==> src/rtl/recepcion_pkg.sv <==
// recepcion_pkg
// Shared definitions for the UART receive path.
//   CLKS_PER_BIT_DEFAULT : clk_in cycles per bit (50 MHz / 9600 baud),
//                          shared with the transmision serializer.
//   state_e              : receiver FSM state encoding (3 bits).
package recepcion_pkg;

   localparam int CLKS_PER_BIT_DEFAULT = 5208;

   typedef enum logic [2:0] {
      IDLE  = 3'd0,
      START = 3'd1,
      DATA  = 3'd2,
      STOP  = 3'd3,
      BREAK = 3'd4
   } state_e;

endpackage

==> src/rtl/recepcion_if.sv <==
// recepcion_if
// Groups the serial line, the read acknowledge and the received-byte status
// signals of the UART receiver.
//   rx    : serial line (idle high)
//   rd    : read acknowledge from the consumer
//   dout  : last good byte
//   done  : one-cycle pulse when dout updates
//   avail : sticky byte-waiting flag
//   busy  : frame in progress
//   ferr  : one-cycle framing error pulse
//   ovr   : sticky overrun flag
// slave  : the receiver side; master : the line driver / consumer side.
interface recepcion_if;

   logic       rx;
   logic       rd;
   logic [7:0] dout;
   logic       done;
   logic       avail;
   logic       busy;
   logic       ferr;
   logic       ovr;

   modport slave (
      input  rx, rd,
      output dout, done, avail, busy, ferr, ovr
   );

   modport master (
      output rx, rd,
      input  dout, done, avail, busy, ferr, ovr
   );

endinterface

==> src/rtl/recepcion_sync2.sv <==
// sync2
// Two-flop synchronizer for a single asynchronous input pin.
//   clk_i  : destination clock
//   rst_ni : asynchronous active-low reset
//   d_i    : asynchronous input
//   q_o    : synchronized output
// RESET_VAL sets the value both flops take during reset, so an idle-high
// line does not look like an edge when reset is released.
module sync2 #(
   parameter logic RESET_VAL = 1'b1
) (
   input  logic clk_i,
   input  logic rst_ni,
   input  logic d_i,
   output logic q_o
);

   logic meta_q;
   logic sync_q;

   // Two back-to-back flops give the first one a full cycle to settle.
   always_ff @(posedge clk_i or negedge rst_ni) begin
      if (!rst_ni) begin
         meta_q <= RESET_VAL;
         sync_q <= RESET_VAL;
      end else begin
         meta_q <= d_i;
         sync_q <= meta_q;
      end
   end

   assign q_o = sync_q;

endmodule

==> src/rtl/recepcion.sv <==
// recepcion
// UART 8N1 receiver: deserializes the Bluetooth module's TX line into bytes.
//   clk_in : system clock
//   reset  : asynchronous active-low reset
//   bus    : recepcion_if.slave (rx, rd in; dout, done, avail, busy, ferr,
//            ovr out)
// Start bit is checked at mid-bit; data and stop bits are then sampled one
// full bit period apart, i.e. near their centres.
module recepcion
   import recepcion_pkg::*;
#(
   parameter int CLKS_PER_BIT = CLKS_PER_BIT_DEFAULT
) (
   input  logic        clk_in,
   input  logic        reset,
   recepcion_if.slave  bus
);

   localparam int            CW   = $clog2(CLKS_PER_BIT);
   localparam logic [CW-1:0] HALF = CW'(CLKS_PER_BIT / 2 - 1);
   localparam logic [CW-1:0] LAST = CW'(CLKS_PER_BIT - 1);

   logic          rxSync;
   state_e        state_q, state_d;
   logic [CW-1:0] cnt_q, cnt_d;
   logic [2:0]    idx_q, idx_d;
   logic [7:0]    shReg_q, shReg_d;
   logic [7:0]    dout_q, dout_d;
   logic          done_q, done_d;
   logic          ferr_q, ferr_d;
   logic          avail_q, avail_d;
   logic          ovr_q, ovr_d;

   sync2 #(.RESET_VAL(1'b1)) u_sync (
      .clk_i  (clk_in),
      .rst_ni (reset),
      .d_i    (bus.rx),
      .q_o    (rxSync)
   );

   // All receiver state lives here; reset aborts any frame in progress.
   always_ff @(posedge clk_in or negedge reset) begin
      if (!reset) begin
         state_q <= IDLE;
         cnt_q   <= '0;
         idx_q   <= '0;
         shReg_q <= '0;
         dout_q  <= '0;
         done_q  <= 1'b0;
         ferr_q  <= 1'b0;
         avail_q <= 1'b0;
         ovr_q   <= 1'b0;
      end else begin
         state_q <= state_d;
         cnt_q   <= cnt_d;
         idx_q   <= idx_d;
         shReg_q <= shReg_d;
         dout_q  <= dout_d;
         done_q  <= done_d;
         ferr_q  <= ferr_d;
         avail_q <= avail_d;
         ovr_q   <= ovr_d;
      end
   end

   // Frame sequencing. done/ferr are decided on the stop-sample edge and
   // registered so they appear as single-cycle pulses right after it.
   // avail/ovr use the same-edge decision: a new byte always leaves avail
   // set, and a read in that cycle means the old byte was consumed, so no
   // overrun.
   always_comb begin
      state_d = state_q;
      cnt_d   = cnt_q + CW'(1);
      idx_d   = idx_q;
      shReg_d = shReg_q;
      dout_d  = dout_q;
      done_d  = 1'b0;
      ferr_d  = 1'b0;

      case (state_q)
         IDLE: begin
            cnt_d = '0;
            if (!rxSync) state_d = START;
         end
         START: begin
            if (cnt_q == HALF) begin
               cnt_d   = '0;
               idx_d   = '0;
               state_d = rxSync ? IDLE : DATA;
            end
         end
         DATA: begin
            if (cnt_q == LAST) begin
               cnt_d   = '0;
               shReg_d = {rxSync, shReg_q[7:1]};
               if (idx_q == 3'd7) state_d = STOP;
               else               idx_d   = idx_q + 3'd1;
            end
         end
         STOP: begin
            if (cnt_q == LAST) begin
               cnt_d = '0;
               if (rxSync) begin
                  dout_d  = shReg_q;
                  done_d  = 1'b1;
                  state_d = IDLE;
               end else begin
                  ferr_d  = 1'b1;
                  state_d = BREAK;
               end
            end
         end
         BREAK: begin
            cnt_d = '0;
            if (rxSync) state_d = IDLE;
         end
         default: begin
            cnt_d   = '0;
            state_d = IDLE;
         end
      endcase

      avail_d = avail_q;
      ovr_d   = ovr_q;
      if (bus.rd) begin
         avail_d = 1'b0;
         ovr_d   = 1'b0;
      end
      if (done_d) begin
         avail_d = 1'b1;
         if (avail_q && !bus.rd) ovr_d = 1'b1;
      end
   end

   assign bus.dout  = dout_q;
   assign bus.done  = done_q;
   assign bus.avail = avail_q;
   assign bus.busy  = (state_q != IDLE);
   assign bus.ferr  = ferr_q;
   assign bus.ovr   = ovr_q;

endmodule

==> src/flat_wrapper.sv <==
// flat-port wrapper written by rule: the top's interface ports become plain ports
module recepcion_flat import recepcion_pkg::*;
#(
   parameter int CLKS_PER_BIT = CLKS_PER_BIT_DEFAULT
)
  (clk_in, reset, bus_rx, bus_rd, bus_dout, bus_done, bus_avail, bus_busy, bus_ferr, bus_ovr);
  recepcion_if bus_i ();
  input  logic clk_in;
  input  logic reset;
  input wire logic [$bits(bus_i.rx)-1:0] bus_rx;
  input wire logic [$bits(bus_i.rd)-1:0] bus_rd;
  output wire logic [$bits(bus_i.dout)-1:0] bus_dout;
  output wire logic [$bits(bus_i.done)-1:0] bus_done;
  output wire logic [$bits(bus_i.avail)-1:0] bus_avail;
  output wire logic [$bits(bus_i.busy)-1:0] bus_busy;
  output wire logic [$bits(bus_i.ferr)-1:0] bus_ferr;
  output wire logic [$bits(bus_i.ovr)-1:0] bus_ovr;
  assign bus_i.rx = bus_rx;
  assign bus_i.rd = bus_rd;
  assign bus_dout = bus_i.dout;
  assign bus_done = bus_i.done;
  assign bus_avail = bus_i.avail;
  assign bus_busy = bus_i.busy;
  assign bus_ferr = bus_i.ferr;
  assign bus_ovr = bus_i.ovr;
  recepcion #(.CLKS_PER_BIT(CLKS_PER_BIT)) u_core (.clk_in(clk_in), .reset(reset), .bus(bus_i));
endmodule
==> config.mk <==
export PLATFORM = sky130hd
export DESIGN_NAME = recepcion_flat
export DESIGN_NICKNAME = d
export VERILOG_FILES = /design/src/rtl/recepcion_pkg.sv /design/src/rtl/recepcion_if.sv /design/src/rtl/recepcion_sync2.sv /design/src/rtl/recepcion.sv /design/src/flat_wrapper.sv
export SDC_FILE = /design/constraint.sdc
export NUM_CORES = 1
export LEC_CHECK = 0
export ABC_AREA = 1
export BUFFER_PORTS_ARGS = -buffer_cell sky130_fd_sc_hd__buf_4
export CAP_MARGIN = 5
export CORE_ASPECT_RATIO = 1.2
export CORE_MARGIN = 4
export CORE_UTILIZATION = 63
export DETAILED_ROUTE_END_ITERATION = 6
export PLACE_DENSITY = 0.93
export SYNTH_ARGS = -nofsm -noshare
export SYNTH_HDL_FRONTEND = slang
export SYNTH_HIERARCHICAL = 1
export SYNTH_SLANG_ARGS = --single-unit
==> constraint.sdc <==
create_clock -name clk_in -period 2.7 [get_ports clk_in]
set_input_delay 0.81 -clock clk_in [delete_from_list [all_inputs] [get_ports clk_in]]
set_output_delay 0.81 -clock clk_in [all_outputs]
set_load 0.01 [all_outputs]
==> results of run 1 <==
==> logic make-up after synthesis <==
family | count (synthesis)
xor+xnor | 8
flops | 41
buf+inv | 35
compound gates | 26
simple gates | 116
fa+ha+maj | 3
==> power by group through the flow <==
| stage | registers, W | logic, W | clock network, W |
|---|---|---|---|
| 6_report | 0.000618 | 0.0000164 | 0.000384 |
| 2_1_floorplan | 0.000629 | 0.00000226 | 0 |
| 5_1_grt | 0.000618 | 0.0000200 | 0.000420 |
| 3_3_place_gp | 0.000629 | 0.0000173 | 0 |
| 3_5_place_dp | 0.000629 | 0.0000178 | 0 |
| 4_1_cts | 0.000618 | 0.0000177 | 0.000391 |
==> layout make-up <==
cell class                      count  area (µm²)  share of cell area
Sequential cell                    41        1030               0.461
Timing Repair Buffer               16         120              0.0538
Clock inverter                      2        35.0              0.0157
Inverter                           32         120              0.0538
Tap cell                           36        45.0              0.0202
Clock buffer                        6        41.3              0.0185
Multi-Input combinational cell    153         843               0.378
==> metrics by stage <==
stage	instances	hold slack, ps	power, W	cell area [µm²]
5_1_grt	286	373	0.00106	2230
2_1_floorplan	229	345	0.000631	2030
3_3_place_gp	278	346	0.000646	2160
3_5_place_dp	278	351	0.000647	2160
4_1_cts	286	367	0.00103	2230
6_report	286	366	0.00102	2230
==> layer usage <==
| layer | part of all wire | track usage |
|---|---|---|
| met2 | 0.49 | 0.275 |
| met4 | 0.018 | 0.0591 |
| met5 | 0 | 0 |
| met1 | 0.44 | 0.231 |
| met3 | 0.045 | 0.0555 |
==> synth_stat cells (all sizes together) <==
master	instances
a21oi	1
dfstp	2
nand4	1
dfrtp	39
a31o	1
xnor2	1
xor2	7
ha	3
inv	32
buf	3
nand3	12
nand2	67
and3	1
or2	1
nor3	4
nor2	30
o21ai	24
==> layout by cell type (no fill, tap or decap), types with 2 or more instances in the layout <==
| cell | instances |
|---|---|
| buf_4 | 16 |
| clkbuf_4 | 5 |
| dfrtp_1 | 39 |
| dfstp_2 | 2 |
| ha_1 | 3 |
| inv_1 | 26 |
| inv_2 | 6 |
| nand2_1 | 64 |
| nand2_2 | 3 |
| nand3_1 | 9 |
| nand3_2 | 3 |
| nor2_1 | 16 |
| nor2_2 | 11 |
| nor2_4 | 3 |
| nor3_1 | 2 |
| nor3_2 | 2 |
| o21ai_0 | 8 |
| o21ai_2 | 15 |
| xor2_1 | 7 |
==> state kept, by name (all words and copies together), names as in the netlist <==
register,count
u_core/idx_q,3
u_core/bus.ovr,1
u_core/u_sync/q_o,1
u_core/cnt_q,13
u_core/bus.ferr,1
u_core/bus.avail,1
u_core/u_sync/meta_q,1
u_core/bus.dout,8
u_core/bus.done,1
u_core/state_q,3
u_core/shReg_q,8
==> path summary, 6_finish.rpt <==
| path | slack (ps) | cells past startpoint | to | start |
|---|---|---|---|---|
| hold / removal | 370 | 0 | u_core/u_sync/q_o$_DFF_PN1_ | u_core/u_sync/meta_q$_DFF_PN1_ |
| min in group asynchronous | 410 | 1 | u_core/bus.dout[2]$_DFFE_PN0P_ | reset |
| setup / recovery | 690 | 3 | bus_busy | u_core/state_q[1]$_DFFE_PN0P_ |
| max in group asynchronous | 1930 | 1 | u_core/u_sync/meta_q$_DFF_PN1_ | reset |
| hold reg to reg | 370 | 0 | u_core/u_sync/q_o$_DFF_PN1_ | u_core/u_sync/meta_q$_DFF_PN1_ |
| setup reg to reg | 970 | 8 | u_core/cnt_q[11]$_DFF_PN0_ | u_core/cnt_q[0]$_DFF_PN0_ |
==> reports/metrics.cfg, run 1 <==
[sta]
layout_min_cycle_time_ps=2010
setup-violations-final=0
skew_ps=13.9
hold_violations=0
worst_slack_ps=690
fin_crit_sh=0.744
max_freq_ghz=0.498
slew_headroom=0.681
drv_slew=0
rsz0062_at_grt=false
tns_ps=0
tightest_slew_ps=478

[logic_synthesis]
ys_warn_count=6
syn_nets=236
synth_xor_area_frac=0.0345
synth.mux.area_fraction=0
ys_ff_latch=41
yosys.area_share.simple=0.269
synth-compound-area-share=0.0937
synth_top_area_share=0.481
syn_area_per_cell_um2=8.86
yosys.area.top_type=dfrtp_1
syn_area_um2=2030
netlist_top_cells_area=dfrtp_1 48%, nand2_1 12%, o21ai_2 6.5%
netlist_instances=229
synth_adder_area_share=0.0185
synth_top_family_by_area=simple AND/OR/NAND/NOR gates
synth_cell_types=26
seq_area_frac_synth=0.507

[floorplan]
io_pins=17
die_area_um2=4200
core-area_um2=3080
num_rows=22
die_height_um=70.2
start_util=0.658
chipWidth_um=59.8

[cts]
post-cts-setup-buffers=0
cts_hold_buf=0
cts_root_buf=clkbuf_4
path_clk_slew_ps=110
cts-resized-gates=0
clockBufferDepth=2
cts_inserted_buffers=5
cts_tree=done
clk_latency_ps=350
cts.sinks=41
htreeDepth=2

[global_routing]
grt_max_degree=42
grt_pass1_vias=1343
grt.total_usage=0.177
antenna_found_initial=0
overflow=0
grt_pass1_wl_mm=5.78

[route]
dr.pass1.iters=4
wirelength_mm=3.22
ant_nets=0
remaining_drc_errors=0
post_drt_wl_per_cell_um=11.3
first_iter_violations=33
vias=1449
avgViaCountPerCell=5.07

[cells_and_area]
areaGrowthSynthToFinish_pct=10.0
drive_gt1_frac=0.280
finish.utilization=0.724
n_fill_cell=233
fin_nets=256
antenna_cells=0

[worst_setup_path]
crit_chain=nor2_1 > nand2_1 > buf_4
crit_path_max_incr_delay_ps=430
crit_family=flip-flops
crit_path_end_kind=primary output
critPathLaunchType=register
cp_num_buf_inv=1
cp.required_ps=1890
cp_slowest_cell=dfrtp_1
critPathArrivalTime_ps=1200
critPathKind=register to primary output
crit_fanout=4

[run]
cap_violations=0

[placed_design]
numPortBuffers=16
dpl.hpwl_mm=2.40
gp_congestion=0.828
pre_cts_ws_ps=961

[run_status]
status=completed

[power]
p_sw_w=0.000204
pwr-share-seq=0.607
clkPwrFrac=0.377
power.leakage_nw=1.08
combPwrFrac=0.016
switching_share=0.200
vdd_ir_drop_max_v=0.000358
cellPowerDensity_nw_per_um2=456
p_int_w=0.000814

[min_path]
min_path_type=register to register

No activity file was read; power rests on OpenSTA's default activity.
==> run 2, diff against run 1 <==
CORE_UTILIZATION = 58   (was 63)
PLACE_DENSITY = 0.88   (was 0.93)
clock period = 1.96 ns   (was 2.7 ns; I/O delays follow)
==> reports/metrics.cfg, run 2 (synthesized netlist as in run 1, its figures left out) <==
[cells_and_area]
largest_register=u_core/cnt_q  ; unchanged
final_common_cell=nand2_1  ; unchanged
largest_reg_flops=13  ; unchanged
final_cell_mix=64 x nand2_1, 39 x dfrtp_1, 26 x inv_1  ; unchanged
antenna_cells=0  ; unchanged
drive_gt1_frac=0.287  ; was 0.280
fin_nets=257  ; was 256
areaGrowthSynthToFinish_pct=13.0  ; was 10.0%
n_fill_cell=261  ; was 233

[cts]
htreeDepth=2  ; unchanged
path_clk_slew_ps=80  ; was 110 ps
cts_hold_buf=0  ; unchanged
cts-resized-gates=0  ; unchanged
cts_inserted_buffers=5  ; unchanged
clockBufferDepth=2  ; unchanged
cts_root_buf=clkbuf_8  ; was clkbuf_4
cts_tree=done  ; unchanged
clk_latency_ps=300  ; was 350 ps
post-cts-setup-buffers=0  ; unchanged
cts.sinks=41  ; unchanged

[global_routing]
antenna_found_initial=0  ; unchanged
grt.total_usage=0.192  ; was 0.177
grt_pass1_wl_mm=6.41  ; was 5.78 mm
grt_max_degree=42  ; unchanged
overflow=0  ; unchanged
grt_pass1_vias=1459  ; was 1343

[floorplan]
start_util=0.603  ; was 0.658
core-area_um2=3370  ; was 3080 µm²
chipWidth_um=62  ; was 59.8 µm
die_height_um=72.8  ; was 70.2 µm
die_area_um2=4510  ; was 4200 µm²
io_pins=17  ; unchanged
num_rows=23  ; was 22

[worst_setup_path]
cp.required_ps=2140  ; was 1890 ps
critPathArrivalTime_ps=1930  ; was 1200 ps
critPathKind=register to register  ; was register to primary output
crit_path_max_incr_delay_ps=380  ; was 430 ps
crit_chain=ha_1 > nand2_2 > nor3_2 > nand3_2 > nand2_1 > o21ai_2  ; was nor2_1 > nand2_1 > buf_4
crit_path_end_kind=register  ; was primary output
cp_slowest_cell=dfrtp_1  ; unchanged
cp.depth=6  ; was 3
crit_fanout=16  ; was 4
critPathLaunchType=register  ; unchanged
r2r_slack_ps=220  ; was 970 ps
r2r-end=u_core/shReg_q[5]$_DFFE_PN0P_  ; was u_core/cnt_q[11]$_DFF_PN0_
reg2reg_from=u_core/cnt_q[0]$_DFF_PN0_  ; unchanged
crit_family=simple AND/OR/NAND/NOR gates  ; was flip-flops
reg2reg_depth=6  ; was 8
crit_start=u_core/cnt_q[0]$_DFF_PN0_  ; was u_core/state_q[1]$_DFFE_PN0P_
cp_num_buf_inv=0  ; was 1
endpoint=u_core/shReg_q[5]$_DFFE_PN0P_  ; was bus_busy

[power]
cellPowerDensity_nw_per_um2=682  ; was 456 nW/µm²
p_total_w=0.00156  ; was 0.00102 W
power.leakage_nw=1.10  ; was 1.08 nW
vdd_ir_drop_max_v=0.000927  ; was 0.000358 V

[route]
vias=1455  ; was 1449
dr.pass1.iters=4  ; unchanged
ant_nets=0  ; unchanged
wirelength_mm=3.53  ; was 3.22 mm
remaining_drc_errors=0  ; unchanged
first_iter_violations=68  ; was 33
avgViaCountPerCell=5.05  ; was 5.07
post_drt_wl_per_cell_um=12.3  ; was 11.3 µm

[sta]
skew_ps=6.37  ; was 13.9 ps
rsz0062_at_grt=false  ; unchanged
drv_slew=0  ; unchanged
slew_headroom=0.664  ; was 0.681
setup-violations-final=0  ; unchanged
layout_min_cycle_time_ps=1740
hold_violations=0  ; unchanged
tightest_slew_ps=504  ; was 478 ps
fin_crit_sh=0.890
max_freq_ghz=0.573
tns_ps=0  ; unchanged

[min_path]
min_path_type=input port to async pin  ; was register to register

[placed_design]
gp_congestion=0.879  ; was 0.828
dpl.hpwl_mm=2.58  ; was 2.40 mm
numPortBuffers=16  ; unchanged

[run_status]
status=completed  ; unchanged

[run]
cap_violations=0  ; unchanged

run 2: changes by cell type in the layout (fill, tap and decap cells not counted):
cell        previous run  this run
buf_12                 0         1
clkinv_2               1         0
clkinvlp_4             0         1
clkbuf_8               0         5
clkbuf_4               5         0
clkbuf_1               1         0
clkinv_4               0         1
run 2: layer usage:
metal	part of all wire	global-route usage	up-vias
met5	0	0	-
met4	0.029	0.0849	0
met3	0.041	0.0425	11
met2	0.52	0.312	31
met1	0.41	0.238	660
li1	-	-	753
run 2: power by group:
group           total, W  internal [W]  switching, W
clock           0.000691      0.000381      0.000309
combinational  0.0000232    0.00000467     0.0000185
sequential      0.000850      0.000849    0.00000144
run 2: worst reg2reg max path, stage by stage (launching register included):
cell and delay, ps:
dfrtp_1 380, ha_1 230, nand2_2 110, nor3_2 270, nand3_2 360, nand2_1 210, o21ai_2 70
run 2: cell type report:
type,count,area [µm²],share of cell area
sequential,41,1030,0.448
multi-input combinational,153,843,0.368
timing repair buffer,17,140,0.0611
inverter,32,120,0.0524
clock buffer,5,68.8,0.0300
clock inverter,3,46.3,0.0202
tap,37,46.3,0.0202
run 2: through the flow:
step,util,hold slack (ps),instance area (µm²),std cells,setup slack [ps]
6_report,0.681,247,2290,288,216
2_1_floorplan,-,292,2030,229,491
3_3_place_gp,0.647,357,2180,280,335
4_1_cts,0.681,258,2290,288,219
5_1_grt,0.681,287,2290,288,40.4
3_5_place_dp,0.647,358,2180,280,224
run 2: how the worst min path moves through the flow:
stage	to	slack (ps)	cells after the start
detailed placement	u_core/u_sync/q_o$_DFF_PN1_	360	0
floorplan	u_core/bus.avail$_DFFE_PN0P_	290	0
CTS	u_core/bus.dout[3]$_DFFE_PN0P_	260	1
finish	u_core/bus.dout[2]$_DFFE_PN0P_	250	1
global route	u_core/bus.dout[2]$_DFFE_PN0P_	290	1
global placement	u_core/u_sync/q_o$_DFF_PN1_	360	0
